## config.mk

```make
export PLATFORM = sky130hd
export DESIGN_NAME = ila_capture_ctrl
export DESIGN_NICKNAME = d
export VERILOG_FILES = /design/src/rtl/ila_capture_ctrl.sv
export SDC_FILE = /design/constraint.sdc
export NUM_CORES = 1
export LEC_CHECK = 0
export CAP_MARGIN = 20
export CORE_UTILIZATION = 45
export CTS_CLUSTER_DIAMETER = 150
export DETAILED_ROUTE_END_ITERATION = 10
export PLACE_DENSITY = 0.72
export SLEW_MARGIN = 0
export SYNTH_ARGS = -nofsm -noshare
export SYNTH_HDL_FRONTEND = slang
export SYNTH_SLANG_ARGS = --single-unit
```

## constraint.sdc

```tcl
create_clock -name clk -period 2.4 [get_ports clk]
set_clock_uncertainty 0.2 [all_clocks]
set_input_delay 0.48 -clock clk [delete_from_list [all_inputs] [get_ports clk]]
set_output_delay 0.48 -clock clk [all_outputs]
set_load 0.01 [all_outputs]
```

## src/rtl/ila_capture_ctrl.sv

```systemverilog
// ila_capture_ctrl: capture sequencer for the internal logic analyzer.
// Arms on request and pre-fills a circular sample RAM. Once the RAM is full it
// waits for a trigger, then writes a programmable number of post-trigger
// samples. It then streams the buffer out, oldest sample first, over a
// valid/ready handshake.
// Optional feature macro: ILA_ABORT_EN adds an i_abort input. While the
// sequencer is busy, i_abort returns it to IDLE.

module ila_capture_ctrl #(
    parameter int ADDR_WIDTH    = 4,
    parameter int HOLDOFF_WIDTH = 8
) (
    input  logic                     clk,
    input  logic                     reset,
    input  logic                     i_arm,
    input  logic                     i_trigger,
    input  logic [HOLDOFF_WIDTH-1:0] i_holdoff,
    input  logic                     i_rd_ready,
`ifdef ILA_ABORT_EN
    input  logic                     i_abort,
`endif
    output logic                     o_wr_en,
    output logic [ADDR_WIDTH-1:0]    o_wr_addr,
    output logic [ADDR_WIDTH-1:0]    o_rd_addr,
    output logic                     o_rd_valid,
    output logic                     o_rd_last,
    output logic                     o_primed,
    output logic                     o_triggered,
    output logic                     o_done,
    output logic [ADDR_WIDTH-1:0]    o_trig_addr
);

    localparam int DEPTH = 2 ** ADDR_WIDTH;
    localparam logic [ADDR_WIDTH-1:0]    LAST_ADDR = ADDR_WIDTH'(DEPTH - 1);
    localparam logic [HOLDOFF_WIDTH-1:0] MAX_HOLD  = HOLDOFF_WIDTH'(DEPTH - 1);

    typedef enum logic [2:0] {
        S_IDLE,
        S_FILL,
        S_PRIMED,
        S_POST,
        S_DONE,
        S_READ
    } state_t;

    state_t state, state_next;

    logic [ADDR_WIDTH-1:0] wr_addr;
    logic [ADDR_WIDTH-1:0] fill_cnt;
    logic [ADDR_WIDTH-1:0] post_cnt;
    logic [ADDR_WIDTH-1:0] rd_ptr;
    logic [ADDR_WIDTH-1:0] beat_cnt;
    logic [ADDR_WIDTH-1:0] trig_addr;
    logic                  triggered;
    logic [ADDR_WIDTH-1:0] hold;
    logic                  wr_en;
    logic                  beat_xfer;
    logic                  abort;

`ifdef ILA_ABORT_EN
    assign abort = i_abort && (state != S_IDLE);
`else
    assign abort = 1'b0;
`endif

    assign wr_en     = (state == S_FILL) || (state == S_PRIMED) || (state == S_POST);
    assign beat_xfer = (state == S_READ) && i_rd_ready;

    // Clamp the post-trigger count so the trigger sample itself always survives.
    always_comb begin
        // NOTE: every always_comb output gets a default first, so no path can infer a latch.
        hold = ADDR_WIDTH'(i_holdoff);
        if (i_holdoff > MAX_HOLD) begin
            hold = LAST_ADDR;
        end
    end

    // State register.
    always_ff @(posedge clk or negedge reset) begin
        // NOTE: sequential state uses non-blocking assignments so all registers update together.
        if (!reset) begin
            state <= S_IDLE;
        end else begin
            state <= state_next;
        end
    end

    // Next-state logic; abort overrides every other transition.
    always_comb begin
        state_next = state;
        case (state)
            S_IDLE:   if (i_arm) state_next = S_FILL;
            S_FILL:   if (fill_cnt == LAST_ADDR) state_next = S_PRIMED;
            S_PRIMED: if (i_trigger) state_next = (hold == '0) ? S_DONE : S_POST;
            S_POST:   if (post_cnt == ADDR_WIDTH'(1)) state_next = S_DONE;
            S_DONE:   state_next = S_READ;
            S_READ:   if (beat_xfer && (beat_cnt == LAST_ADDR)) state_next = S_IDLE;
            default:  state_next = S_IDLE;
        endcase
        if (abort) begin
            state_next = S_IDLE;
        end
    end

    // Address pointers, counters and trigger bookkeeping.
    always_ff @(posedge clk or negedge reset) begin
        if (!reset) begin
            wr_addr   <= '0;
            fill_cnt  <= '0;
            post_cnt  <= '0;
            rd_ptr    <= '0;
            beat_cnt  <= '0;
            trig_addr <= '0;
            triggered <= 1'b0;
        end else if (abort) begin
            // The trigger address is deliberately kept for post-mortem inspection.
            wr_addr   <= '0;
            fill_cnt  <= '0;
            post_cnt  <= '0;
            rd_ptr    <= '0;
            beat_cnt  <= '0;
            triggered <= 1'b0;
        end else begin
            if (wr_en) begin
                wr_addr <= wr_addr + ADDR_WIDTH'(1);
            end
            case (state)
                S_IDLE: begin
                    if (i_arm) begin
                        wr_addr  <= '0;
                        fill_cnt <= '0;
                    end
                end
                S_FILL: begin
                    fill_cnt <= fill_cnt + ADDR_WIDTH'(1);
                end
                S_PRIMED: begin
                    if (i_trigger) begin
                        trig_addr <= wr_addr;
                        triggered <= 1'b1;
                        post_cnt  <= hold;
                    end
                end
                S_POST: begin
                    post_cnt <= post_cnt - ADDR_WIDTH'(1);
                end
                S_DONE: begin
                    // The write pointer has just moved past the newest sample,
                    // so it now addresses the oldest one.
                    rd_ptr   <= wr_addr;
                    beat_cnt <= '0;
                end
                S_READ: begin
                    if (beat_xfer) begin
                        rd_ptr   <= rd_ptr + ADDR_WIDTH'(1);
                        beat_cnt <= beat_cnt + ADDR_WIDTH'(1);
                        if (beat_cnt == LAST_ADDR) begin
                            triggered <= 1'b0;
                        end
                    end
                end
                default: ;
            endcase
        end
    end

    assign o_wr_en     = wr_en;
    assign o_wr_addr   = wr_addr;
    assign o_rd_addr   = rd_ptr;
    assign o_rd_valid  = (state == S_READ);
    assign o_rd_last   = (state == S_READ) && (beat_cnt == LAST_ADDR);
    assign o_primed    = (state == S_PRIMED);
    assign o_triggered = triggered;
    assign o_done      = (state == S_DONE);
    assign o_trig_addr = trig_addr;

endmodule

```

Yosys cells after proc, flatten, opt, wreduce, memory -nomap -nowiden

Index checks and enable logic that the tools add are counted.

Latch bits: 0
Memories: 0
Memory bits (read-only): 0
RAM bits: 0
Register bits: 28
Logic and storage cells: 69

Equality and inequality tests: 15
Multiply operators: 0
Add/sub/neg operators: 5
Reduce and logical (&&, ||, !) cells: 17
Shift-type cells: 0
Multiplexer cells: 23
$lt $le $gt $ge: 1
Bitwise operators: 0
Div/mod/pow operators: 0

Operator list:

| kind                  | number |
|---|---|
| $mux W4               | 8 |
| $pmux W4 S2           | 4 |
| $mux W3               | 6 |
| $pmux W3 S6           | 1 |
| $add A4 B1 Y4 const B | 4 |
| $ne A2 B1 Y1 const B  | 5 |
| $eq A4 B4 Y1 const B  | 2 |
| $gt A8 B4 Y1 const B  | 1 |
| $reduce_and A2 Y1     | 4 |
| $reduce_bool A2 Y1    | 4 |
| $eq A3 B2 Y1 const B  | 2 |
| $eq A3 B3 Y1 const B  | 2 |
| $reduce_and A5 Y1     | 1 |
| $eq A4 B1 Y1 const B  | 1 |
| $logic_not A4 Y1      | 1 |
| $ne A2 B2 Y1 const B  | 2 |
| $reduce_and A4 Y1     | 1 |
| $sub A4 B1 Y4 const B | 1 |
| $eq A3 B1 Y1 const B  | 1 |
| $logic_and A1 B1 Y1   | 3 |
| $logic_not A3 Y1      | 1 |
| $mux W1               | 3 |
| $logic_or A1 B1 Y1    | 2 |
| $pmux W1 S2           | 1 |

Logic depth before layout (Yosys ltp)

Gate-level depths: netlist (run 1).

Word-level depth: 6
Mapped depth: 6
Mapped depth without buffers: 5

Least setup slack after synthesis (run 1)

Ideal clock, no wire load.

Path kind: input -> register
From: input i_holdoff[6]
To: register state[0]
Data arrival time: 1.614 ns
Stages: 5
Path buffers: 1
Slack: 0.462 ns
Path through: or4_1 > clkbuf_1 > o21bai_1 > a2111oi_0 > mux2_2

Word-level cells in the longest chain between the ends: 6

RTL lines:

| element              | RTL line | source |
|---|---|---|
| from (decl)          | 17       | `input logic [HOLDOFF_WIDTH-1:0] i_holdoff,` |
| $gt A8 B4 Y1         | 73       | `if (i_holdoff > MAX_HOLD) begin` |
| $mux W4              | 73       |  |
| $logic_not A4 Y1     | 94       | `S_PRIMED: if (i_trigger) state_next = (hold == '0) ? S_DONE : S_POST;` |
| $mux W3 (2 in a row) | 94       |  |
| $pmux W3 S6          | 91       | `case (state)` |
| to (signal assigned) | 84       | `state <= state_next;` |
| to (decl)            | 46       | `state_t state, state_next;` |

No other way between the ends. The select of a mux whose other input is x is not followed.
A chain may end at the register's enable or synchronous reset.

Worst setup path after layout (run 1)

From: register state[0]
To: output o_rd_valid

Word-level cells in the longest chain between the ends: 1

RTL lines:

| element      | RTL line | source |
|---|---|---|
| $eq A3 B3 Y1 | 170      | `assign o_rd_valid = (state == S_READ);` |
| to (decl)    | 25       | `output logic o_rd_valid,` |

No other way between the ends.

==> impl_metrics.csv, run 1 <==
group,metric,value,unit
synth,synth_most_common_cell,"dfrtp_1",
placed_design,placed_cell_area,0.00191,sq mm
layout,area_delta_synth_final,32.5,%
sta,post-route-period-util,0.948,
detailed_routing,ant_nets,0,
sta,hold_viol_final,0,
die,io_pins,31,
synth,avgSynthCellArea,9.51,sq um
global_route,grtUsageTotal,0.217,
clock_network,h-tree-depth,1,
layout,final_cell_area,0.00200,sq mm
clock_network,clockRootBuffer,"clkbuf_4",
die,rows,20,
synth,synthFlopType,"dfrtp_1",
sta,setup_violations,0,
worst_setup_path,crit_required,1720,ps
synth,synth.yosys.warnings,0,
clock_network,worstSkewPairLatency,330,ps
die,dieArea,0.00359,sq mm
global_route,grt_overflow,0,
worst_setup_path,critPathLaunch,"state[0]",
clock_network,path_clk_slew,150,ps
detailed_routing,avgViaCountPerCell,5.61,
die,start_util,0.483,
worst_setup_path,cp-end-kind,"output pin",
placed_design,place_hpwl,2660,microns
layout,finalNetCount,220,
clock_network,cts_sinks,28,
synth,yosys.area.top_type,"dfrtp_1",
die,die_x,60.0,microns
sta,tightest_slew,432,ps
synth,synth_edf_count,0,
layout,num_antenna_cells,0,
worst_setup_path,cp_max_fo,8,
run_status,status,"finished clean",
worst_setup_path,criticalPathCategory,"flip-flop to output pin",
worst_setup_path,crit_path_start_kind,"flip-flop",
worst_setup_path,cp.arrival,1590,ps
worst_hold_path,hp-class,"input port to async pin",
layout,final_layout_size_suffix_gt1_frac,0.140,
power_and_ir_drop,vdd_drop_max,0.563,mV
clock_network,cts.path.max_buffers,2,
synth,synth_commonest_cells,"28 x dfrtp_1, 21 x nand2_1, 14 x o21ai_0",
worst_setup_path,rr_startpoint,"state[0]",
placed_design,place.gp.congestion,0.851,
clock_network,cts_tree,"yes",
synth,synth_nets,178,
power_and_ir_drop,cellPowerDensity,1310,mW/mm^2
global_route,grt_pass1_vias,1344,
sta,slew_headroom,0.709,
run,drv_cap,0,
sta,fmax,440,MHz
detailed_routing,drc,0,
layout,fin_util,0.640,
sta,finalCriticalPeriod,2270,ps
die,fp.dieH,60.0,microns
sta,holdWs,302,ps
sta,slew_viol_final,0,
power_and_ir_drop,leakagePower,0.914,nW
detailed_routing,finalWirelength,3460,microns
synth,yosysUniqueCellTypes,44,
sta,worst_slack,125,ps
synth,synth.area.top_cells,"dfrtp_1 46%, nand2_1 5.2%, ha_1 5.0%, o21ai_0 4.6%, nand3_1 3.6%",
detailed_routing,drt_pass1_iterations,4,
global_route,antenna_found_initial,0,
detailed_routing,drt-initial-drc-count,108,
sta,rsz0062_at_grt,"no",
clock_network,cts_buffers,3,
placed_design,place_ws,56.5,ps
detailed_routing,vias,1369,
die,coreArea,0.00313,sq mm
synth,ys_seq_area_frac,0.464,
synth,synthArstFlopShare,1.00,
placed_design,port_buffers,30,
synth,netlist_instances,159,
synth,synth_top_area_share,0.464,
global_route,grt_pass1_wl,5800,microns
detailed_routing,routedWlPerCell,14.2,microns
synth,synth_area,0.00151,sq mm
global_route,grt_max_degree,29,
synth,ys_ff_latch,28,
sta,setup_tns,0,ps
logic make-up (layout without fill, tap and decap cells):
group	after synthesis	after routing	synth area share
AOI/OAI and AO/OA	44	44	0.202
adders and majority gates	6	6	0.0497
muxes	5	5	0.0348
DFF	28	28	0.464
xor gates and xnor gates	1	1	0.00580
and+or+nand+nor	64	64	0.211
buffers and inverters	11	52	0.0331
metrics by stage:
stage,power (mW),instances
6_report,2.62,244
5_1_grt,2.84,244
4_1_cts,2.61,242
3_5_place_dp,2.28,237
3_3_place_gp,2.21,237
2_1_floorplan,1.71,159
path summary, 6_finish.rpt:
| kind | endpoint | slack [ps] | depth (start not counted) |
|---|---|---|---|
| max | o_rd_valid | 130 | 3 |
| min | fill_cnt[0] | 300 | 2 |
| max reg2reg | state[2] | 390 | 6 |
| min reg2reg | o_trig_addr[0] | 310 | 2 |
| max in group asynchronous | state[2] | 1410 | 2 |
| min in group clk | o_trig_addr[0] | 310 | 2 |
critical path, stage by stage (launching register included):
cell and delay [ps]:
dfrtp_1 500, nand3b_4 160, inv_2 80, clkdlybuf4s50_1 530
cell type report:
cell class | instances | area (sq um)
Fill cell | 263 | 1120
Multi-Input combinational cell | 120 | 774
Sequential cell | 28 | 702
Timing Repair Buffer | 43 | 400
Tap cell | 44 | 55.1
Clock inverter | 1 | 30.0
Clock buffer | 3 | 22.5
Inverter | 5 | 18.8
power by group:
part	internal, mW	switching [mW]
clock	0.169	0.145
sequential	0.695	0.224
combinational	0.709	0.674
registers in the layout, summed over array words and instances, names as in the netlist:
| name | cells |
|---|---|
| o_trig_addr | 4 |
| state | 3 |
| beat_cnt | 4 |
| o_rd_addr | 4 |
| o_triggered | 1 |
| fill_cnt | 4 |
| post_cnt | 4 |
| o_wr_addr | 4 |
routing by layer:
metal	global-route usage	share of wire
met1	0.281	0.43
met2	0.367	0.52
met4	0.0831	0.0058
met3	0.0303	0.044
met5	0	0
repair_timing:
item                                    in CTS  in global routing
hold buffers                                 0                  0
resized for setup                            5                  3
pin swaps                                    1                  0
gates cloned                                 0                  0
setup buffers                                1                  2
endpoints found under the setup margin       3                  2
hold endpoints to repair                     0                  0
cells in the final DEF (no fill, tap or decap), types with 2 or more instances in the layout:
cell             Yosys  final
dfrtp_1             28     27
clkdlybuf4s50_1      0     26
nand2_1             21     21
o21ai_0             14     14
buf_4                1     13
nor2_1              12     11
nand3_1             11     11
a21oi_1              7      7
nor3_1               6      6
ha_1                 6      5
inv_1                4      4
mux2i_1              3      3
a22o_1               3      3
o21bai_1             3      3
clkbuf_4             0      3
o2bb2ai_1            2      2
mux2_2               2      2
a32o_1               2      2
or3_1                2      2
or4_1                2      2
o211ai_1             2      2
dlymetal6s2s_1       0      2
dlygate4sd2_1        0      2
No activity file was read; power rests on OpenSTA's default activity.
==> run 2, diff against run 1 <==
--- a/config.mk
+++ b/config.mk
@@ -5,10 +5,11 @@
 export SDC_FILE = /design/constraint.sdc
 export NUM_CORES = 1
 export LEC_CHECK = 0
-export CAP_MARGIN = 20
+export CAP_MARGIN = 0
 export CORE_UTILIZATION = 45
 export CTS_CLUSTER_DIAMETER = 150
 export DETAILED_ROUTE_END_ITERATION = 10
+export GPL_ROUTABILITY_DRIVEN = 1
 export PLACE_DENSITY = 0.72
 export SLEW_MARGIN = 0
 export SYNTH_ARGS = -nofsm -noshare
==> results of run 2 <==
Final layout, timing and power as in run 1 (identical DEF).
==> run 3, diff against run 2 <==
--- a/config.mk
+++ b/config.mk
@@ -6,10 +6,12 @@
 export NUM_CORES = 1
 export LEC_CHECK = 0
 export CAP_MARGIN = 0
+export CORE_MARGIN = 2
 export CORE_UTILIZATION = 45
 export CTS_CLUSTER_DIAMETER = 150
 export DETAILED_ROUTE_END_ITERATION = 10
 export GPL_ROUTABILITY_DRIVEN = 1
+export MAX_ROUTING_LAYER = met4
 export PLACE_DENSITY = 0.72
 export SLEW_MARGIN = 0
 export SYNTH_ARGS = -nofsm -noshare
==> impl_metrics.csv, run 3 (same netlist as run 1, synthesis figures left out) <==
group,metric,value,unit
worst_setup_path,cp_max_fo,9,
sta,rsz0062_at_grt,"no",
power_and_ir_drop,p_int,1.56,mW
clock_network,path_clk_slew,160,ps
die,dieArea,0.00384,sq mm
detailed_routing,vias,1356,
power_and_ir_drop,leakagePower,0.925,nW
clock_network,hold_buffers,0,
global_route,grtUsageTotal,0.197,
global_route,grt_pass1_vias,1255,
worst_setup_path,cp.arrival,1480,ps
worst_setup_path,crit_path_start_kind,"flip-flop",
detailed_routing,drc,0,
detailed_routing,finalWirelength,3360,microns
worst_hold_path,hp-class,"input port to async pin",
detailed_routing,ant_nets,0,
layout,final_cell_mix,"26 x dfrtp_1, 25 x clkdlybuf4s50_1, 21 x nand2_1",
layout,final_layout_size_suffix_gt1_frac,0.140,
detailed_routing,drt-initial-drc-count,71,
global_route,grt_overflow,0,
sta,tightest_slew,463,ps
detailed_routing,avgViaCountPerCell,5.51,
sta,hold_viol_final,0,
sta,slew_viol_final,0,
power_and_ir_drop,vdd_drop_max,0.474,mV
placed_design,place_hpwl,2600,microns
sta,setup_violations,0,
clock_network,worstSkewPairLatency,340,ps
layout,fill_cells,292,
clock_network,cts_sinks,28,
power_and_ir_drop,comb_power_share,0.519,
power_and_ir_drop,p_clk_frac,0.123,
clock_network,h-tree-depth,1,
power_and_ir_drop,p_seq_frac,0.358,
placed_design,place.gp.congestion,0.847,
global_route,antenna_found_initial,0,
worst_setup_path,criticalPathCategory,"flip-flop to output pin",
run_status,status,"finished clean",
layout,area_delta_synth_final,32.5,%
global_route,grt_max_degree,29,
sta,finalCriticalPeriod,2160,ps
sta,post-route-period-util,0.899,
placed_design,port_buffers,30,
clock_network,clockRootBuffer,"clkbuf_4",
die,die_x,62.0,microns
clock_network,cts_buffers,3,
worst_setup_path,crit_required,1720,ps
die,fp.dieH,62.0,microns
sta,setup_tns,0,ps
die,coreArea,0.00328,sq mm
run,drv_cap,0,
layout,finalNetCount,220,
worst_setup_path,cp-end-kind,"output pin",
power_and_ir_drop,switchingPower,1.02,mW
sta,slew_headroom,0.688,
detailed_routing,routedWlPerCell,13.7,microns
clock_network,cts_tree,"yes",
clock_network,cts.path.max_buffers,2,
power_and_ir_drop,sw_frac_of_total,0.395,
sta,worst_slack,242,ps
layout,final_common_cell,"dfrtp_1",
die,start_util,0.460,
placed_design,place_ws,71.8,ps
die,rows,21,
detailed_routing,drt_pass1_iterations,4,
sta,fmax,463,MHz
global_route,grt_pass1_wl,5400,microns
die,io_pins,31,
power_and_ir_drop,cellPowerDensity,1290,mW/mm^2
layout,num_antenna_cells,0,
run 3: worst max-delay path: stages (launching register included):
cell	delay, ps
dfrtp_2	490
nand2b_1	180
nor2_1	160
dlygate4sd2_1	300
run 3: worst paths after layout:
kind | start | to | slack, ps | cells after the start
worst max-delay path | state[2] | o_primed | 240 | 3
worst min-delay path | reset | post_cnt[0] | 280 | 2
worst max register to register | state[1] | state[0] | 350 | 6
worst min register to register | o_trig_addr[1] | o_trig_addr[1] | 300 | 2
max in group asynchronous | reset | state[0] | 1440 | 2
min in group clk | o_trig_addr[1] | o_trig_addr[1] | 300 | 2
run 3: power groups by stage:
stage | sequential (mW) | clock [mW] | combinational, mW
final | 0.924 | 0.317 | 1.34
after global routing | 0.967 | 0.337 | 1.51
after CTS | 0.921 | 0.321 | 1.36
after detailed placement | 0.943 | 0 | 1.31
after global placement | 0.925 | 0 | 1.26
after floorplan | 0.920 | 0 | 0.788
run 3: repair_timing:
action / CTS / global route
setup endpoints to repair: 4 / 4
endpoints found under the hold margin: 0 / 0
resized for setup: 2 / 6
pin swaps: 0 / 0
setup buffers: 4 / 0
run 3: stage by stage:
step,hold slack [ps],area (sq um),instances,util,power (mW)
global route,321,2000,246,0.610,2.82
finish,285,2000,246,0.610,2.58
detailed placement,266,1910,238,0.580,2.25
CTS,301,1990,246,0.605,2.60
global placement,258,1910,238,0.580,2.18
floorplan,-15.6,1510,159,-,1.71
run 3: area by class of cell:
type,count,area (sq um),area share
Clock buffer,3,22.5,0.0113
Multi-Input combinational cell,120,763,0.381
Tap cell,46,57.6,0.0287
Inverter,5,18.8,0.00938
Sequential cell,28,703,0.351
Clock inverter,1,30.0,0.0150
Timing Repair Buffer,43,407,0.203
run 3: layer usage:
| metal | global-route usage | share of wire | up-vias |
|---|---|---|---|
| met2 | 0.321 | 0.50 | 34 |
| met4 | 0.0669 | 0.013 | 0 |
| met5 | - | 0 | - |
| li1 | - | - | 668 |
| met1 | 0.252 | 0.45 | 649 |
| met3 | 0.0248 | 0.043 | 5 |
